[src/rtl/hs_spi_avmm_arbiter.sv]
// hs_spi_avmm_arbiter: N:1 burst-locked AVMM arbiter in front of hs_spi_master_avmm_m.
// Define HS_SPI_ARB_FIXED_PRIO_EN for fixed lowest-index priority instead of round-robin.
module hs_spi_avmm_arbiter #(
  parameter int N         = 3,
  parameter int AW        = 10,
  parameter int DW        = 32,
  parameter int MAX_BURST = 256,
  localparam int BW       = $clog2(MAX_BURST) + 1,
  localparam int OW       = (N > 1) ? $clog2(N) : 1
) (
  input  logic            clk,
  input  logic            rst,
  input  logic [N*AW-1:0] req_address,
  input  logic [N-1:0]    req_read,
  input  logic [N-1:0]    req_write,
  input  logic [N*DW-1:0] req_writedata,
  input  logic [N*BW-1:0] req_burstcount,
  output logic [N-1:0]    req_waitrequest,
  output logic [DW-1:0]   req_readdata,
  output logic [N-1:0]    req_readdatavalid,
  output logic [AW-1:0]   spi_address,
  output logic            spi_read,
  output logic            spi_write,
  output logic [DW-1:0]   spi_writedata,
  output logic [BW-1:0]   spi_burstcount,
  input  logic            spi_waitrequest,
  input  logic [DW-1:0]   spi_readdata,
  input  logic            spi_readdatavalid,
  input  logic            spi_idle,
  output logic [OW-1:0]   owner,
  output logic            busy
);

  typedef enum logic [2:0] {
    ARB,
    XFER_WR,
    XFER_RD_CMD,
    XFER_RD_DATA,
    RELEASE
  } state_t;

  state_t        state_q;
  state_t        state_d;
  logic [OW-1:0] owner_q;
  logic [OW-1:0] owner_d;
  logic [OW-1:0] win;
  logic [OW-1:0] idx;
  logic [BW-1:0] cnt_q;
  logic [BW-1:0] cnt_d;
  logic [BW-1:0] len_q;
  logic [BW-1:0] len_d;
  logic [BW-1:0] win_bc;
  logic [N-1:0]  pending;
  logic          found;
  logic          last;
  logic          xfer;
`ifndef HS_SPI_ARB_FIXED_PRIO_EN
  logic [OW-1:0] ptr_q;
  logic [OW-1:0] ptr_d;
`endif

  // Winner search: first pending index at/after the pointer, wrapping.
  always_comb begin
    pending = req_read | req_write;
    win     = '0;
    found   = 1'b0;
    idx     = '0;
    for (int k = 0; k < N; k++) begin
`ifdef HS_SPI_ARB_FIXED_PRIO_EN
      idx = OW'(k);
`else
      idx = OW'((int'(ptr_q) + k) % N);
`endif
      if (!found && pending[idx]) begin
        found = 1'b1;
        win   = idx;
      end
    end
  end

  assign win_bc = req_burstcount[int'(win)*BW +: BW];

  assign spi_address    = req_address[int'(owner_q)*AW +: AW];
  assign spi_writedata  = req_writedata[int'(owner_q)*DW +: DW];
  assign spi_burstcount = req_burstcount[int'(owner_q)*BW +: BW];
  assign req_readdata   = spi_readdata;
  assign owner          = owner_q;
  assign busy           = (state_q != ARB);
  assign last           = (cnt_q == len_q - 1'b1);

  always_comb begin
    state_d           = state_q;
    owner_d           = owner_q;
    cnt_d             = cnt_q;
    len_d             = len_q;
`ifndef HS_SPI_ARB_FIXED_PRIO_EN
    ptr_d             = ptr_q;
`endif
    spi_read          = 1'b0;
    spi_write         = 1'b0;
    req_waitrequest   = '1;
    req_readdatavalid = '0;
    xfer = (state_q == XFER_WR) ||
           (state_q == XFER_RD_CMD) ||
           (state_q == XFER_RD_DATA);
    if (xfer) begin
      req_waitrequest[owner_q] = spi_waitrequest;
    end
    unique case (state_q)
      ARB: begin
        if (found) begin
          owner_d = win;
          cnt_d   = '0;
          len_d   = (win_bc == '0) ? BW'(1) : win_bc;
          state_d = req_write[win] ? XFER_WR : XFER_RD_CMD;
        end
      end
      XFER_WR: begin
        spi_write = req_write[owner_q];
        if (spi_write && !spi_waitrequest) begin
          cnt_d = cnt_q + 1'b1;
          if (last) begin
            state_d = RELEASE;
          end
        end
      end
      XFER_RD_CMD: begin
        spi_read = req_read[owner_q];
        if (spi_read && !spi_waitrequest) begin
          state_d = XFER_RD_DATA;
        end
      end
      XFER_RD_DATA: begin
        req_readdatavalid[owner_q] = spi_readdatavalid;
        if (spi_readdatavalid) begin
          cnt_d = cnt_q + 1'b1;
          if (last) begin
            state_d = RELEASE;
          end
        end
      end
      RELEASE: begin
        // Hold the grant until the master reports idle, never sampled stale.
        if (spi_idle) begin
`ifndef HS_SPI_ARB_FIXED_PRIO_EN
          ptr_d = (owner_q == OW'(N - 1)) ? '0 : owner_q + 1'b1;
`endif
          cnt_d   = '0;
          state_d = ARB;
        end
      end
      default: begin
        state_d = ARB;
      end
    endcase
  end

  always_ff @(posedge clk or negedge rst) begin
    if (!rst) begin
      state_q <= ARB;
      owner_q <= '0;
      cnt_q   <= '0;
      len_q   <= '0;
    end else begin
      state_q <= state_d;
      owner_q <= owner_d;
      cnt_q   <= cnt_d;
      len_q   <= len_d;
    end
  end

`ifndef HS_SPI_ARB_FIXED_PRIO_EN
  always_ff @(posedge clk or negedge rst) begin
    if (!rst) begin
      ptr_q <= '0;
    end else begin
      ptr_q <= ptr_d;
    end
  end
`endif

endmodule

[config.mk]
export PLATFORM = sky130hd
export DESIGN_NAME = hs_spi_avmm_arbiter
export DESIGN_NICKNAME = d
export VERILOG_FILES = /design/src/rtl/hs_spi_avmm_arbiter.sv
export SDC_FILE = /design/constraint.sdc
export NUM_CORES = 1
export LEC_CHECK = 0
export BUFFER_PORTS_ARGS = -buffer_cell sky130_fd_sc_hd__buf_2
export CAP_MARGIN = 30
export CORE_AREA = 4 4 112 114
export DETAILED_ROUTE_END_ITERATION = 12
export DIE_AREA = 0 0 116 118
export PLACE_DENSITY = 0.69
export SLEW_MARGIN = 5
export SYNTH_ARGS = -nofsm -noshare
export SYNTH_HDL_FRONTEND = slang
export SYNTH_SLANG_ARGS = --single-unit
[constraint.sdc]
create_clock -name clk -period 2.1 [get_ports clk]
set_input_delay 0.315 -clock clk [delete_from_list [all_inputs] [get_ports clk]]
set_output_delay 0.315 -clock clk [all_outputs]
set_load 0.02 [all_outputs]
Word level (Yosys, flattened, before mapping)
Index checks and enable logic that the tools add are counted.

$add $sub $neg: 5. $mul: 3. Divide/modulo/power cells: 3. $lt $le $gt $ge: 6. Equality and inequality tests: 11. Shift operators: 4. Mux-type cells: 39. Bitwise logic cells: 4. Reductions and logical operators: 18.

Operators by type and width (number): 96-bit by 8-bit indexed part select with 32-bit output (1); 32-bit by 3-bit modulo with 32-bit output (second input constant) (2); 27-bit by 7-bit indexed part select with 9-bit output (2); 9-bit two-way mux (5); 9-bit case mux with 4 select lines (1); 3-bit by 3-bit modulo with 32-bit output (second input constant) (1); 30-bit by 7-bit indexed part select with 10-bit output (1); 3-bit two-way mux (8); 2-bit by 3-bit < comparator with 1-bit output (second input constant) (5); 3-bit case mux with 5 select lines (1); 1-bit binary-select mux with 2-bit select (6); 2-bit by 4-bit multiplier with 6-bit output (second input constant) (2); 1-bit two-way mux (12); 2-bit two-way mux (5); 5-bit AND reduction (2); 9-bit by 1-bit adder with 9-bit output (second input constant) (1); 9-bit == test (1); 9-bit zero test (1); 9-bit by 1-bit subtractor with 9-bit output (second input constant) (1); 3-bit by 2-bit == test with 1-bit output (second input constant) (2); 2-bit inequality test (second input constant) (3); 3-bit OR (2); 1-bit logical AND (5); 2-bit by 3-bit multiplier with 5-bit output (second input constant) (1); 17 further kinds (22).

Register bits: 25. Output and inout port bits: 94. Word-level logic and storage cells: 98.

Depth between registers and ports, before layout
Gate-level depths: netlist (run 1).

Depth in word-level cells: 15. Mapped depth: 10. Gate-level depth less buffers: 9.

Worst setup path after synthesis (run 1)
OpenSTA, ideal clock, no wires.

Kind: register to register. From: register ptr_q[0]. To: register owner_q[1], in the netlist owner[1]. Setup time: 0.125 ns. Data arrival time: 2.176 ns. Data required time: 1.975 ns. Path slack: -0.201 ns. Stages on the path, launching flop included: 9. Path buffers: 2. Period minus slack after synthesis: 2.301 ns. Path through: dfrtp_1 inv_1 ha_1 maj3_2 a211oi_4 nor2b_1 clkbuf_2 buf_4 mux2_2.

Word-level cells in the longest chain between the ends: 11. Elaborated cells on any way between the ends: 22. Classes of those cells: 2 x add/sub; 3 x div; 12 x mux; 5 x reduce/logical.

RTL lines: from (decl) (line 58) `logic [OW-1:0] ptr_q;`; from (signal assigned) (line 177) `ptr_q <= ptr_d;`; parallel branches: the longest is 11 deep, another holds 32-bit by 3-bit modulo with 32-bit output; to (signal assigned) (line 166) `owner_q <= owner_d;`; to (decl) (line 44) `logic [OW-1:0] owner_q;`.

Parallel ways; which one is timed is not known. The select of a mux whose other input is x is not followed. A chain may end at the register's enable or synchronous reset.

Worst setup path after layout (run 1)
From: register ptr_q[0]. To: register len_q[0].

Word-level cells in the longest chain between the ends: 14. Elaborated cells on any way between the ends: 26. Classes of those cells: 2 x add/sub; 1 x mul; 3 x div; 1 x shift; 13 x mux; 6 x reduce/logical.

RTL lines: parallel branches: the longest is 14 deep, another holds 32-bit by 3-bit modulo with 32-bit output; to (signal assigned) (line 168) `len_q <= len_d;`; to (decl) (line 50) `logic [BW-1:0] len_q;`.

Parallel ways; which one is timed is not known. The select of a mux whose other input is x is not followed.

==> impl_metrics.ini, run 1 <==
[synth]
synthTopCellsByArea = dfrtp_1 (19%), mux2i_1 (17%), o21ai_0 (10%)
synthesis.area_sq_um = 3320
ys_types = 57
ys.flop_type = dfrtp_1
ys_ff_latch = 25
synth.most_common_cell = nand2_1
synthArstFlopShare_pct = 100
yosysSeqAreaShare_pct = 18.9
synth_nets = 643
yosysTopAreaCell = dfrtp_1
synth_top_area_share_pct = 18.9
syn_inst = 443
yosysWarnings = 0
syn_avg_cell_area_sq_um = 7.49
ys_top_cells_by_count = nand2_1 (71), o21ai_0 (66), mux2i_1 (57), buf_4 (35), dfrtp_1 (25)
synth-edff-count = 0

[route]
wl_per_cell_um = 19.3
vias = 4250
via_per_inst = 5.21
ant_nets = 0
remaining_drc_errors = 0
drt-total-wl_mm = 15.7
dr.pass1.iters = 6
drt_iter0_drc = 263

[critical_path]
critPathKind = reg2reg
crit_path_max_incr_delay_ns = 0.39
critPathMaxFanout = 6
r2r-end = len_q[0]
r2r_cells = 10
crit_path_top_delay_cell = dfrtp_1
cp-end-kind = register
startpoint_type = register
r2r_start = ptr_q[0]
critPathTopFamily = compound AO/OA/AOI/OAI gates
rrSetupSlack_ns = -0.18
crit_required_ns = 2.29
worst-path-buf-inv = 2
crit_chain = inv_2, ha_4, nor3b_4, o22ai_2, buf_4, o21ai_0, nand3_1, a22oi_1, nand4_1, a31oi_1
arrival_ns = 2.47

[clock_network]
clk_path_buf_depth = 2
cts_tree = done
root_buffer = clkbuf_16
worst_skew_pair.late_latency_ns = 0.26
cts_buffers = 3
htreeDepth = 1
numClockSinks = 25
clk_pin_slew_worst_paths_ns = 0.07

[global_routing]
grt_use_total_pct = 20.9
grt_pass1_vias = 4067
grt_max_degree = 41
grt_first_pass_wirelength_mm = 22.4
grt_remaining_overflow = 0
antenna_found_initial = 0

[floorplanning]
ios = 290
die_w_um = 116
rows = 39
die_area_sq_um = 13700
coreArea_sq_um = 11400
dieHeight_um = 118
start_util_pct = 29.1

[timing]
fin_ws_ns = -0.184
final_min_period_over_clock_period_pct = 109
skew_ns = 0.00854
tightest_slew_ns = 0.945
rsz0062_at_grt = yes
timing.final.crit_period_ns = 2.28
drv_slew = 0
slew_headroom_pct = 36.6
clock.fmax_ghz = 0.438
finalSetupViolations = 19
finalHoldViolCount = 0

[place]
gp_congestion = 0.909
dp.cells = 803
dpl.hpwl_mm = 13.0
dpl-instance-area_sq_um = 4690
portBuffers = 225

[final_layout]
final_nets = 873
drive_gt1_share_pct = 51.5
num_antenna_cells = 0
multi_input_area_sq_um = 2590
syn_to_final_growth_pct = 55.6
nFillCells = 1185
layout.cells.non_filler = 815
design_area_sq_um = 5160
final_util_pct = 45.2
regArea_sq_um = 631

[power_and_ir_drop]
power.total_mw = 3.82
powerDensity_nw_per_um2 = 739
ir_drop_uv = 441
p_leak_nw = 2.28

[outcome]
violations = setup timing
status = finished, violations left

[hold_path]
min_path_type = in2async

[job]
drv_cap = 0
final cells by class:
class / count / share of cell area [%]
multi-input combinational: 352 / 50.3
timing repair buffer: 282 / 31.8
sequential: 25 / 12.2
tap: 143 / 3.47
clock buffer: 3 / 1.45
inverter: 9 / 0.654
clock inverter: 1 / 0.145
registers in the layout, indices dropped and copies added, names as in the netlist:
register	cells
owner	2
state_q	3
cnt_q	9
ptr_q	2
len_q	9
power by group:
part / internal [mW] / switching, mW / leakage (nW)
Sequential: 0.627 / 0.200 / 0.307
Clock: 0.259 / 0.180 / 0.0371
Combinational: 1.08 / 1.47 / 1.94
Total: 1.97 / 1.85 / 2.28
per-stage QoR:
| step | worst slack, ns | hold slack (ns) | setup TNS [ns] |
|---|---|---|---|
| floorplan | -0.0354 | 0.0194 | -0.0691 |
| global placement | -0.316 | 0.345 | -1.72 |
| detailed placement | -0.302 | 0.351 | -2.84 |
| CTS | -0.149 | 0.0618 | -0.835 |
| global route | -0.309 | 0.0950 | -3.85 |
| finish | -0.184 | 0.0403 | -1.49 |
worst max path at each step:
| stage | start | to | slack, ns | cells after the start |
|---|---|---|---|---|
| 2_1_floorplan | ptr_q[0] | owner[1] | -0.04 | 8 |
| 3_3_place_gp | ptr_q[0] | state_q[1] | -0.32 | 8 |
| 3_5_place_dp | ptr_q[1] | state_q[1] | -0.30 | 9 |
| 4_1_cts | ptr_q[1] | state_q[1] | -0.15 | 8 |
| 5_1_grt | ptr_q[0] | len_q[0] | -0.31 | 10 |
| 6_report | ptr_q[0] | len_q[0] | -0.18 | 10 |
placed cells by master, fill, tap and decap left out, drive strengths merged, types with 4 or more instances in the layout:
cell / instances
nand2: 71
a21oi: 11
a31oi: 4
a31o: 4
nand3: 15
nor4: 9
ha: 4
xnor2: 10
nor2b: 7
nor3b: 6
nand2b: 4
xor2: 7
buf: 282
nor2: 24
inv: 9
dfrtp: 25
mux2i: 57
nor3: 10
mux2: 6
o21ai: 67
layer usage:
metal	track usage (%)	vias up	routed length (um)
li1	-	2008	-
met1	27.1	1987	6270
met2	34.1	232	7420
met3	7.92	23	1810
met4	2.03	0	214
met5	0	-	0
cell families (layout without fill, tap and decap cells):
logic type / after synthesis / after routing / share of synthesized area [%]
adder cells (fa/ha/maj): 5 / 5 / 1.85
AND/OR/NAND/NOR: 155 / 155 / 22.9
multiplexers: 63 / 63 / 19.2
AO/OA/AOI/OAI: 112 / 112 / 21.1
flip-flops: 25 / 25 / 18.9
buffers and inverters: 66 / 295 / 11.6
XOR/XNOR: 17 / 17 / 4.49
timing repair:
item                                   4_1_cts  5_1_grt
gates resized for setup                     30       47
setup endpoints to repair                   26       50
pin swaps                                   10       17
setup buffers                                2        5
cloned                                       1        0
endpoints found under the hold margin        0        0
hold buffers                                 0        0
Power figures use the tool's default switching activity.
==> run 2, diff against run 1 <==
clock period = 1.9 ns   (was 2.1 ns; I/O delays follow)
==> run 2 against run 1 <==
Against the previous run:
- the flow still finishes with violations (setup timing)
- register-to-register slack got worse by 0.18 ns
- critical path type unchanged
- first-iteration DRC count fell by 14%
- sequential share of layout area fell by 2.7 points
- total power rose by 33%
- non-clock buffer count rose by 40
==> impl_metrics.ini, run 2 (synthesis gave the netlist of run 1 again) <==
[route]
wl_per_cell_um = 19.3
drt-total-wl_mm = 16.5
via_per_inst = 5.09
drt_iter0_drc = 226
ant_nets = 0
vias = 4355
remaining_drc_errors = 0
dr.pass1.iters = 5

[timing]
finalSetupViolations = 73
hold_slack_ns = 0.0307
timing.final.crit_period_ns = 2.26
skew_ns = 0.00224
finalHoldViolCount = 0
clock.fmax_ghz = 0.442
fin_ws_ns = -0.361
rsz0062_at_grt = yes
tightest_slew_ns = 0.624
drv_slew = 0
slew_headroom_pct = 58.4
final_min_period_over_clock_period_pct = 119

[outcome]
status = finished, violations left
violations = setup timing

[critical_path]
critPathMaxFanout = 6
critPathTopFamily = compound AO/OA/AOI/OAI gates
arrival_ns = 2.45
r2r-end = len_q[0]
crit_path_top_delay_cell = dfrtp_1
crit_path_max_incr_delay_ns = 0.39
worst-path-buf-inv = 1
crit_required_ns = 2.09
r2r_start = ptr_q[0]
r2r_cells = 9
cp-end-kind = register
startpoint_type = register
crit_chain = inv_2, ha_4, a211o_1, a21o_1, o21ai_0, a31oi_2, a2111oi_2, nand4_1, a31oi_1
critPathKind = reg2reg
rrSetupSlack_ns = -0.36

[global_routing]
antenna_found_initial = 1
grt_max_degree = 35
grt_remaining_overflow = 0
grt_pass1_vias = 4367
grt_use_total_pct = 22.2
grt_first_pass_wirelength_mm = 24.1

[clock_network]
clk_pin_slew_worst_paths_ns = 0.07
root_buffer = clkbuf_16
htreeDepth = 1
clk_path_buf_depth = 2
cts_buffers = 3
numClockSinks = 25
worst_skew_pair.late_latency_ns = 0.27
cts_tree = done

[floorplanning]
dieHeight_um = 118
rows = 39
start_util_pct = 29.1
ios = 290
die_w_um = 116
die_area_sq_um = 13700
coreArea_sq_um = 11400

[final_layout]
drive_gt1_share_pct = 68.1
syn_to_final_growth_pct = 99.8
layout.cells.non_filler = 856
final_nets = 913
reg.largest.list = cnt_q x9, len_q x9, state_q x3
nFillCells = 1006
layout_common_cells = buf_2 (172), buf_4 (75), buf_6 (47), mux2i_1 (44), nand2_4 (32)
final_common_cell = buf_2

[place]
portBuffers = 225
dp.cells = 808
pre_cts_ws_ns = -0.406
gp_congestion = 0.869
dpl.hpwl_mm = 11.8

[power_and_ir_drop]
p_leak_nw = 3.07
ir_drop_uv = 554
powerDensity_nw_per_um2 = 763

[hold_path]
min_path_type = in2async

[job]
drv_cap = 0
==> run 2: cell count changes in the layout (fill, tap and decap cells not counted), moves of 6 or more <==
| cell | before | now |
|---|---|---|
| buf_12 | 2 | 14 |
| buf_16 | 0 | 8 |
| buf_2 | 221 | 172 |
| buf_4 | 47 | 75 |
| buf_6 | 10 | 47 |
| mux2i_1 | 56 | 44 |
| mux2i_2 | 1 | 9 |
| nand2_1 | 71 | 22 |
| nand2_2 | 0 | 17 |
| nand2_4 | 0 | 32 |
| o21ai_0 | 36 | 10 |
| o21ai_1 | 29 | 22 |
| o21ai_2 | 2 | 29 |
| o21ai_4 | 0 | 6 |
==> run 2: repair_timing <==
action | in CTS | in global routing
gates resized for setup | 157 | 185
setup endpoints to repair | 67 | 81
hold buffers | 0 | 0
setup buffers | 20 | 16
cloned | 13 | 1
pin swaps | 33 | 44
==> run 2: routing by layer <==
metal / part of all wire (%) / GRT usage (%) / up-vias
li1: - / - / 2104
met1: 37 / 26.7 / 2066
met2: 54 / 38.6 / 165
met3: 7.2 / 5.91 / 20
met4: 1.9 / 5.80 / 0
met5: 0 / 0 / -
==> run 2: layout make-up <==
cell class / instances / area, sq um / area share [%]
tap: 143 / 179 / 2.70
sequential: 25 / 631 / 9.51
clock inverter: 1 / 5.00 / 0.0755
clock buffer: 3 / 75.1 / 1.13
antenna: 1 / 2.50 / 0.0377
multi-input combinational: 352 / 3130 / 47.3
inverter: 9 / 33.8 / 0.510
timing repair buffer: 322 / 2570 / 38.8
==> run 2: power breakdown <==
group | leakage [nW] | internal (mW) | switching [mW]
clock network | 0.0409 | 0.285 | 0.212
logic | 2.72 | 1.83 | 1.84
registers | 0.307 | 0.694 | 0.198
==> run 2: stage by stage <==
step                      utilization (%)  total power, mW  TNS (ns)  area (sq um)
final                                58.1             5.06    -10.40          6630
after detailed placement             41.7             3.31     -5.25          4770
after CTS                            51.4             4.50     -8.71          5870
after global routing                 58.1             5.37    -15.24          6630
after global placement               41.7             3.29     -4.69          4770
after floorplan                         -             2.41     -2.03          3410
==> run 2: worst max-delay path by stage <==
stage	start	endpoint	slack [ns]	cells after the start
finish	ptr_q[0]	len_q[0]	-0.36	9
CTS	ptr_q[1]	len_q[0]	-0.34	9
global placement	ptr_q[1]	len_q[0]	-0.35	9
detailed placement	ptr_q[1]	len_q[0]	-0.41	9
floorplan	ptr_q[1]	owner[1]	-0.19	7
global route	ptr_q[1]	len_q[0]	-0.52	9
==> run 2: worst reg2reg max path: stages (launching register included) <==
cell,delay [ns]
dfrtp_1,0.39
inv_2,0.06
ha_4,0.26
a211o_1,0.28
a21o_1,0.22
o21ai_0,0.25
a31oi_2,0.15
a2111oi_2,0.30
nand4_1,0.14
a31oi_1,0.14
==> run 3, diff against run 2 <==
CORE_AREA = not set   (was 4 4 112 114)
CORE_MARGIN = 4   (was not set)
CORE_UTILIZATION = 30   (was not set)
DIE_AREA = not set   (was 0 0 116 118)
PLACE_DENSITY = 0.72   (was 0.69)
==> run 3 against run 2 <==
Against the previous run:
- count of clock-buffer cells in the layout did not move
- largest cell class unchanged
- setup slack got worse by 0.21 ns
- first-iteration DRC count rose by 46%
- hold slack got worse by 0.020 ns
- sequential cell count did not move
- final cell count fell by 1.3%
- the flow still finishes with violations (setup timing)
- sequential share of layout area rose by 0.18 points
- total power fell by 2.4%
- non-clock buffer count fell by 8
- design area fell by 1.9%
==> impl_metrics.ini, run 3 (synthesis gave the netlist of run 1 again) <==
[place]
dpl.hpwl_mm = 12.5
portBuffers = 225
gp_congestion = 0.922

[floorplanning]
dieHeight_um = 113
ios = 290
start_util_pct = 30.6
die_w_um = 113
rows = 38
coreArea_sq_um = 10800
die_area_sq_um = 12800

[timing]
rsz0062_at_grt = yes
finalSetupViolations = 80
final_min_period_over_clock_period_pct = 130
skew_ns = 0.00454
slew_headroom_pct = 57.8
finalHoldViolCount = 0
clock.fmax_ghz = 0.404
drv_slew = 0
tightest_slew_ns = 0.633
timing.final.crit_period_ns = 2.47
fin_ws_ns = -0.574

[route]
ant_nets = 0
drt_iter0_drc = 330
dr.pass1.iters = 5
remaining_drc_errors = 0
top_layer = met4
wl_per_cell_um = 22.1
via_per_inst = 5.52
dr_wl_met2_mm = 8.98
met3_length_mm = 2.23
vias = 4663
drt-total-wl_mm = 18.6
m1WireLength_mm = 6.73

[job]
drv_cap = 0

[hold_path]
min_path_type = in2async

[critical_path]
crit_path_top_delay_cell = dfrtp_1
r2r_cells = 9
critPathMaxFanout = 6
startpoint_type = register
cp.depth = 9
critPathTopFamily = compound AO/OA/AOI/OAI gates
crit_required_ns = 2.10
crit_start = ptr_q[1]
worst-path-buf-inv = 1
crit_chain = ha_4, nor3b_4, buf_4, o22ai_4, o21ai_0, nand3_1, a2111oi_4, nand4_1, a31oi_1
r2r-end = len_q[0]
crit_path_max_incr_delay_ns = 0.44
cp-end-kind = register
r2r_start = ptr_q[1]
arrival_ns = 2.68
critPathKind = reg2reg
rrSetupSlack_ns = -0.57
crit_end = len_q[0]

[clock_network]
cts_tree = done
worst_skew_pair.late_latency_ns = 0.28
numClockSinks = 25
hold_buffers = 0
root_buffer = clkbuf_8
cts_buffers = 3
htreeDepth = 1
clk_pin_slew_worst_paths_ns = 0.11
clk_path_buf_depth = 2

[global_routing]
antenna_found_initial = 1
grt_first_pass_wirelength_mm = 26.4
grt_use_total_pct = 26.4
grt_pass1_vias = 4737
grt_remaining_overflow = 0
grt_max_degree = 30

[power_and_ir_drop]
power.total_mw = 4.94
p_leak_nw = 2.96
ir_drop_uv = 425
powerDensity_nw_per_um2 = 759

[final_layout]
final_nets = 905
nFillCells = 909
syn_to_final_growth_pct = 96.0
final_util_pct = 60.0
drive_gt1_share_pct = 69.0
final_common_cell = buf_2
layout_common_cells = buf_2 (169), buf_6 (64), buf_4 (59), mux2i_1 (46), o21ai_2 (43)
reg.largest.list = cnt_q x9, len_q x9, state_q x3

[outcome]
violations = setup timing
status = finished, violations left
run 3: changes by cell type in the layout (fill, tap and decap cells not counted), moves of 4 or more:
cell     previous run  this run
o21ai_4             6         2
nand2_4            32        24
o21ai_1            22        14
buf_6              47        64
nand2_1            22        28
nor4_2              1         5
o21ai_2            29        43
buf_4              75        59
mux2i_4             4         0
run 3: per-stage QoR:
stage	std cells	setup TNS, ns	setup slack (ns)	hold WS (ns)	cell area [sq um]
final	845	-12.80	-0.574	0.0106	6500
after detailed placement	808	-6.53	-0.447	0.331	4810
after floorplan	443	-2.03	-0.195	-0.0106	3410
after CTS	840	-10.91	-0.431	0.0226	5950
after global routing	845	-18.63	-0.620	0.0555	6500
after global placement	808	-5.60	-0.349	0.333	4810
run 3: power breakdown:
part	switching, mW	total [mW]	leakage, nW	internal [mW]
registers	0.204	0.896	0.307	0.692
clock network	0.207	0.356	0.0217	0.149
logic	1.92	3.68	2.63	1.77
run 3: metal layers:
| metal | track usage, % | vias up |
|---|---|---|
| li1 | - | 2093 |
| met1 | 32.2 | 2233 |
| met2 | 42.0 | 284 |
| met3 | 10.9 | 53 |
| met4 | 9.05 | 0 |
| met5 | 0 | - |
run 3: how the worst min path moves through the flow:
stage,from,end,slack [ns],cells after the start
after floorplan,rst,cnt_q[0],-0.01,0
after global placement,rst,len_q[4],0.33,1
after detailed placement,rst,cnt_q[8],0.33,1
after CTS,rst,cnt_q[8],0.02,1
after global routing,rst,cnt_q[8],0.06,1
final,rst,cnt_q[6],0.01,1
run 3: final cells by class:
| class | instances | area (sq um) | share of cell area, % |
|---|---|---|---|
| antenna | 1 | 2.50 | 0.0385 |
| clock buffer | 3 | 41.3 | 0.635 |
| clock inverter | 1 | 7.51 | 0.115 |
| inverter | 9 | 33.8 | 0.519 |
| multi-input combinational | 352 | 3130 | 48.1 |
| sequential | 25 | 631 | 9.69 |
| tap | 140 | 175 | 2.69 |
| timing repair buffer | 314 | 2480 | 38.2 |
run 3: what timing repair did:
action	in CTS	in global routing
gates cloned	13	1
pin swaps	37	47
endpoints found under the setup margin	78	83
gates resized for setup	191	166
setup buffers	15	10
